==> src/rtl/avalon_mm_master.sv <==
// avalon_mm_master: single-outstanding Avalon-MM host turning a valid/ready command stream into read_n/write_n cycles.
// Defining AVM_MASTER_TIMEOUT_EN adds an abort after TIMEOUT_CYCLES consecutive waitrequest cycles.
module avalon_mm_master #(
   parameter int ADDR_W         = 32,
   parameter int DATA_W         = 32,
   parameter int READ_LATENCY   = 1,
   parameter int TIMEOUT_CYCLES = 256
) (
   input  logic              clk,
   input  logic              rst,
   input  logic              cmd_valid,
   output logic              cmd_ready,
   input  logic              cmd_write,
   input  logic [ADDR_W-1:0] cmd_addr,
   input  logic [DATA_W-1:0] cmd_wdata,
   output logic              rsp_valid,
   input  logic              rsp_ready,
   output logic [DATA_W-1:0] rsp_rdata,
   output logic              rsp_err,
   output logic [ADDR_W-1:0] address,
   output logic              read_n,
   output logic              write_n,
   output logic [DATA_W-1:0] writeData,
   input  logic              waitrequest,
   input  logic [DATA_W-1:0] readData
);

   typedef enum logic [1:0] {IDLE, ACCESS, RD_WAIT, RESP} state_t;

   state_t            state_reg, state_next;
   logic              live_reg;
   logic              write_reg;
   logic [ADDR_W-1:0] address_reg;
   logic [DATA_W-1:0] wdata_reg;
   logic [DATA_W-1:0] rdata_reg;
   logic              err_reg;
   logic [2:0]        lat_cnt_reg;
   logic              accept;
   logic              timed_out;

   assign accept    = cmd_ready && cmd_valid;
   assign address   = address_reg;
   assign writeData = wdata_reg;
   assign rsp_rdata = rdata_reg;
   assign rsp_err   = err_reg;

`ifdef AVM_MASTER_TIMEOUT_EN
   localparam int TO_W = $clog2(TIMEOUT_CYCLES + 1);
   logic [TO_W-1:0] stall_cnt_reg;

   always_ff @(posedge clk or negedge rst) begin
      if (!rst)
         stall_cnt_reg <= '0;
      else if (accept)
         stall_cnt_reg <= '0;
      else if (state_reg == ACCESS && waitrequest)
         stall_cnt_reg <= stall_cnt_reg + 1'b1;
   end

   // Abort on the edge that would record the TIMEOUT_CYCLES-th stall cycle.
   assign timed_out = (state_reg == ACCESS) && waitrequest &&
                      (stall_cnt_reg == TO_W'(TIMEOUT_CYCLES - 1));
`else
   assign timed_out = 1'b0;
`endif

   always_ff @(posedge clk or negedge rst) begin
      if (!rst)
         state_reg <= IDLE;
      else
         state_reg <= state_next;
   end

   always_comb begin
      state_next = state_reg;
      case (state_reg)
         IDLE:    if (accept) state_next = ACCESS;
         ACCESS: begin
            if (timed_out)
               state_next = RESP;
            else if (!waitrequest)
               state_next = (write_reg || READ_LATENCY == 0) ? RESP : RD_WAIT;
         end
         RD_WAIT: if (lat_cnt_reg == 3'(READ_LATENCY)) state_next = RESP;
         RESP:    if (rsp_ready) state_next = IDLE;
         default: state_next = IDLE;
      endcase
   end

   always_comb begin
      cmd_ready = 1'b0;
      rsp_valid = 1'b0;
      read_n    = 1'b1;
      write_n   = 1'b1;
      case (state_reg)
         IDLE:    cmd_ready = live_reg;
         ACCESS: begin
            read_n  = write_reg;
            write_n = !write_reg;
         end
         RESP:    rsp_valid = 1'b1;
         default: ;
      endcase
   end

   // live_reg keeps cmd_ready low until the first edge after reset release.
   always_ff @(posedge clk or negedge rst) begin
      if (!rst) begin
         live_reg    <= 1'b0;
         write_reg   <= 1'b0;
         address_reg <= '0;
         wdata_reg   <= '0;
         rdata_reg   <= '0;
         err_reg     <= 1'b0;
         lat_cnt_reg <= 3'd0;
      end else begin
         live_reg <= 1'b1;
         if (accept) begin
            write_reg   <= cmd_write;
            address_reg <= cmd_addr;
            wdata_reg   <= cmd_wdata;
         end
         if (state_reg == ACCESS)
            lat_cnt_reg <= 3'd1;
         else if (state_reg == RD_WAIT)
            lat_cnt_reg <= lat_cnt_reg + 3'd1;
         if (state_reg != RESP && state_next == RESP) begin
            err_reg   <= timed_out;
            rdata_reg <= (write_reg || timed_out) ? '0 : readData;
         end
      end
   end

endmodule

==> config.mk <==
export PLATFORM = sky130hd
export DESIGN_NAME = avalon_mm_master
export DESIGN_NICKNAME = d
export VERILOG_FILES = /design/src/rtl/avalon_mm_master.sv
export SDC_FILE = /design/constraint.sdc
export NUM_CORES = 1
export LEC_CHECK = 0
export CORE_MARGIN = 2
export CORE_UTILIZATION = 37
export CTS_BUF_LIST = sky130_fd_sc_hd__clkbuf_8 sky130_fd_sc_hd__clkbuf_16
export DETAILED_ROUTE_END_ITERATION = 7
export GPL_TIMING_DRIVEN = 0
export PLACE_DENSITY = 0.74
export SYNTH_ARGS = -nofsm -noshare
export SYNTH_HDL_FRONTEND = slang
export SYNTH_SLANG_ARGS = --single-unit
==> constraint.sdc <==
create_clock -name clk -period 2.1 [get_ports clk]
set_input_delay 0.42 -clock clk [delete_from_list [all_inputs] [get_ports clk]]
set_output_delay 0.42 -clock clk [all_outputs]
set_load 0.01 [all_outputs]
Yosys cells after proc, flatten, opt, wreduce, memory -nomap -nowiden
Index checks and enable logic that the tools add are counted.
W data, S select, Z words.
{"block": "classes", "muxes": 13, "n_eq_ne": 6, "reduce_logical": 5, "n_addsub": 1}
{"op": "$mux W32", "count": 1}
{"op": "$mux W2", "count": 4}
{"op": "$pmux W2 S4", "count": 1}
{"op": "$eq A2 B2 Y1 const B", "count": 3}
{"op": "$mux W3", "count": 2}
{"op": "$mux W1", "count": 5}
{"op": "$add A3 B1 Y3 const B", "count": 1}
{"op": "$eq A3 B1 Y1 const B", "count": 1}
{"op": "$eq A2 B1 Y1 const B", "count": 1}
{"op": "$logic_and A1 B1 Y1", "count": 2}
{"op": "$logic_not A2 Y1", "count": 1}
{"op": "$ne A2 B2 Y1 const B", "count": 1}
{"op": "$reduce_bool A2 Y1", "count": 1}
{"op": "$logic_not A1 Y1", "count": 1}
{"block": "word_totals", "elab_cells": 32, "inputBits": 102, "ff_bits": 103}

Depth between registers and ports, before layout
{"block": "depth", "word_depth": 7, "mapped_depth": 8}

Least setup slack after synthesis
Ideal clock, no wire load.
{"block": "synth_path", "kind": "register -> register", "from": "register state_reg[0]", "to": "register rdata_reg[10] (netlist: rsp_rdata[10])", "synth_period_minus_slack_ps": 2310, "slack_ps": -210, "path_stages_with_launch": 9, "arrival_ps": 2185, "t_required_ps": 1975, "n_path_buf": 2, "cell_sequence": "dfrtp_1 > inv_1 > ha_1 > and3_1 > clkbuf_1 > o31a_1 > a2111oi_4 > buf_6 > mux2_2"}
{"block": "synth_via", "elab_chain_cells": 7, "elab_cells_between_ends": 14, "cone_classes": "5 x eq/ne; 6 x mux; 3 x reduce/logical"}
{"item": "from (decl)", "line": "30", "source": "state_t state_reg, state_next;"}
{"item": "from (signal assigned)", "line": "71", "source": "state_reg <= state_next;"}
{"item": "$logic_not A2 Y1", "line": "76, 95"}
{"item": "$mux W1", "line": "95", "source": "case (state_reg)"}
{"item": "$logic_and A1 B1 Y1", "line": "41", "source": "assign accept = cmd_ready && cmd_valid;"}
{"item": "$mux W2", "line": "77", "source": "IDLE: if (accept) state_next = ACCESS;"}
{"item": "$pmux W2 S4", "line": "76", "source": "case (state_reg)"}
{"item": "$eq A2 B2 Y1", "line": "127", "source": "if (state_reg != RESP && state_next == RESP) begin"}
{"item": "$logic_and A1 B1 Y1 *", "line": "127"}
{"item": "to (signal assigned)", "line": "129", "source": "rdata_reg <= (write_reg || timed_out) ? '0 : readData;"}
{"item": "to (decl)", "line": "35", "source": "logic [DATA_W-1:0] rdata_reg;"}
Mark *: on every way between the ends. The rest lies on a longest branch, timed or not.
A chain may end at the register's enable or synchronous reset.

Worst setup path after layout
{"block": "layout_path", "from": "register state_reg[0]", "to": "register rdata_reg[23] (netlist: rsp_rdata[23])"}
The elaborated chain is that of the path after synthesis.

==> impl_metrics.yaml <==
outcome:
  status: "finished, violations left"
  violations: "negative setup slack"
global_routing:
  grt_pass1_vias: 3526
  grt-ovfl-total: 0
  grt_use_total_pct: 18.0
  antenna_found_initial: 0
  grt_max_degree: 55
  grt_pass1_wl_um: 17900
  grt-busiest-layer: "met2"
  grtUsageMet1_pct: 20.9
  globalRouteMet3Util_pct: 3.88
  grt.met2_usage_pct: 32.0
worst_setup_path:
  cp_max_fo: 5
  cp-start-kind: "register"
  crit_family: "compound AO/OA/AOI/OAI gates"
  rr_startpoint: "state_reg[0]"
  worst_r2r_endpoint: "rsp_rdata[23]"
  cpPeakStageDelay_ns: 0.40
  critPathKind: "reg2reg"
  rr_worst_depth: 8
  worstPathCellList: "clkinv_4 > ha_4 > and3_4 > o31a_1 > a2111oi_4 > buf_4 > buf_8 > mux2_2"
  required_ns: 2.32
  worst-path-buf-inv: 3
  crit_slowest_cell: "dfrtp_2"
  cp.arrival_ns: 2.46
  worstSetupEndpointType: "register"
  rrSetupSlack_ns: -0.14
clocking:
  clock_path_buffers: 2
  cts_made_buffers: 9
  cts.clk_slew.worst_paths_ns: 0.07
  clock-root-buffer: "clkbuf_16"
  cts_tree: "done"
  cts_hold_buffers: 0
  clock_latency_ns: 0.34
  htree_levels: 3
  clkSinkCount: 103
die:
  initial_utilization_pct: 37.6
  die_w_um: 111
  num_rows: 39
  io_pins: 203
  fp.dieH_um: 111
  die_area_um2: 12400
  core_um2: 11300
synthesis:
  synth_edf_count: 0
  yosysWarnings: 0
  synth_ff_type: "dfrtp_1"
  syn-num-nets: 396
  synthDistinctLibCells: 29
  synth_cells: 287
  synth_area_per_cell_um2: 14.8
  synth_seq_cells: 103
  netlist_area_um2: 4250
  postSynth.asyncResetShare_pct: 100
  synth.yosys.seq_area_share_pct: 60.6
routing:
  via_per_inst: 4.75
  drt_iter0_markers: 124
  dr.pass1.iters: 4
  detail-route-antenna-nets: 0
  vias: 3172
  drc_errors: 0
  wl_per_cell_um: 16.7
  totalWireLength_um: 11200
pwr:
  peakVddDrop_mv: 0.692
  power.density_nw_per_um2: 1560
  leakage_nw: 3.05
  clock_power_share_pct: 13.7
  combPwrFrac_pct: 55.0
  netSwitchingFraction_pct: 31.1
  p_switching_mw: 3.49
  p_seq_share_pct: 31.3
  power_mw: 11.2
  p_int_mw: 7.72
place:
  place.detailed.hpwl_um: 7620
  dp.cells: 632
  dpl_cell_area_um2: 6510
  io_buffers: 201
  gp_congestion: 0.749
finish:
  fin_cells: 668
  fillers: 890
  syn2layout_area_growth_pct: 69.1
  drive_gt1_share_pct: 30.7
  layout.nets: 629
  fin_area_um2: 7200
  num_antenna_cells: 0
min_path:
  hold_class: "in2async"
timing:
  holdWs_ns: 0.128
  fmax_mhz: 447
  setup_viol: 32
  skew_ns: 0.0107
  slew_viol_final: 0
  finalHoldViolations: 0
  slew-limit-headroom_pct: 52.8
  worst_pin_slew_ns: 0.708
  finalCritPeriodShare_pct: 107
  min_period_ns: 2.24
  rsz0062_at_grt: "yes"
  fin_tns_setup_ns: -3.49
  worst_slack_ns: -0.139
flow_run:
  max_cap_violations: 0
metal layers:
layer  wire (µm)  share of wire [%]
met5           0                  0
met4         340                3.0
met3         575                5.1
met2        5940                 53
met1        4320                 39
worst reg2reg max path, cell delays in order (launching register included):
cell and delay, ns:
dfrtp_2 0.40, clkinv_4 0.08, ha_4 0.16, and3_4 0.16, o31a_1 0.27, a2111oi_4 0.37
buf_4 0.21, buf_8 0.13, mux2_2 0.34
synthesized netlist by cell type (all sizes together), types with 2 or more instances:
master	n	area [µm²]
o21ai	3	15.0
inv	3	11.3
buf	11	72.6
clkbuf	4	15.0
dfrtp	103	2580
nor2b	35	219
mux2	97	1090
nand2	5	18.8
nor2	2	7.51
ha	7	87.6
nand2b	2	12.5
conb	2	7.51
worst max path at each step:
stage	from	to	slack, ns	depth (start not counted)
after floorplan	state_reg[0]	rsp_rdata[10]	-0.08	8
after global placement	rst	address[20]	-3.28	1
after detailed placement	cmd_valid	rsp_rdata[23]	-0.49	7
after CTS	state_reg[0]	rsp_rdata[29]	-0.14	8
after global routing	state_reg[0]	rsp_rdata[13]	-0.23	8
final	state_reg[0]	rsp_rdata[23]	-0.14	8
what timing repair did:
action,in CTS,in global routing
pin swaps,4,8
gates resized for setup,32,26
setup endpoints to repair,75,32
buffers inserted,14,6
cloned,1,2
layout make-up:
| class | count | area (µm²) | share of cell area, % |
|---|---|---|---|
| plain buffers | 13 | 101 | 1.41 |
| clock buffers | 10 | 239 | 3.32 |
| clock inverters | 6 | 38.8 | 0.539 |
| inverters | 3 | 16.3 | 0.226 |
| multi-input cells | 166 | 1770 | 24.6 |
| flip-flops and latches | 103 | 2580 | 35.8 |
| well taps | 143 | 179 | 2.49 |
| repair buffers | 224 | 2270 | 31.6 |
power by group through the flow:
stage	clock, mW	sequential, mW	combinational, mW
2_1_floorplan	0	3.92	2.09
3_3_place_gp	0	3.47	5.00
3_5_place_dp	0	3.53	5.12
4_1_cts	1.60	3.50	5.68
5_1_grt	1.69	3.64	6.52
6_report	1.54	3.50	6.17
cells by family after synthesis:
group,share of synthesized area (%)
AND/OR/NAND/NOR,6.71
flip-flops,60.6
adder cells (fa/ha/maj),2.06
AO/OA/AOI/OAI,2.47
buffers and inverters,2.32
other,0.177
multiplexers,25.7
layout by cell type, fill, tap and decap left out, drive strengths merged, types with 3 or more instances in the layout:
cell type,netlist,layout
clkdlybuf4s50,0,197
dfrtp,103,103
mux2,97,97
nor2b,35,35
buf,11,32
clkbuf,4,15
ha,7,7
nand2,5,5
inv,3,4
o21ai,3,3
clkinvlp,0,3
dlygate4sd2,0,3
stage by stage:
| stage | setup slack [ns] | utilization (%) |
|---|---|---|
| after floorplan | -0.0806 | - |
| after global placement | -3.28 | 57.3 |
| after detailed placement | -0.487 | 57.5 |
| after CTS | -0.143 | 61.9 |
| after global routing | -0.226 | 63.6 |
| final | -0.139 | 63.6 |
No activity file was read; power rests on OpenSTA's default activity.
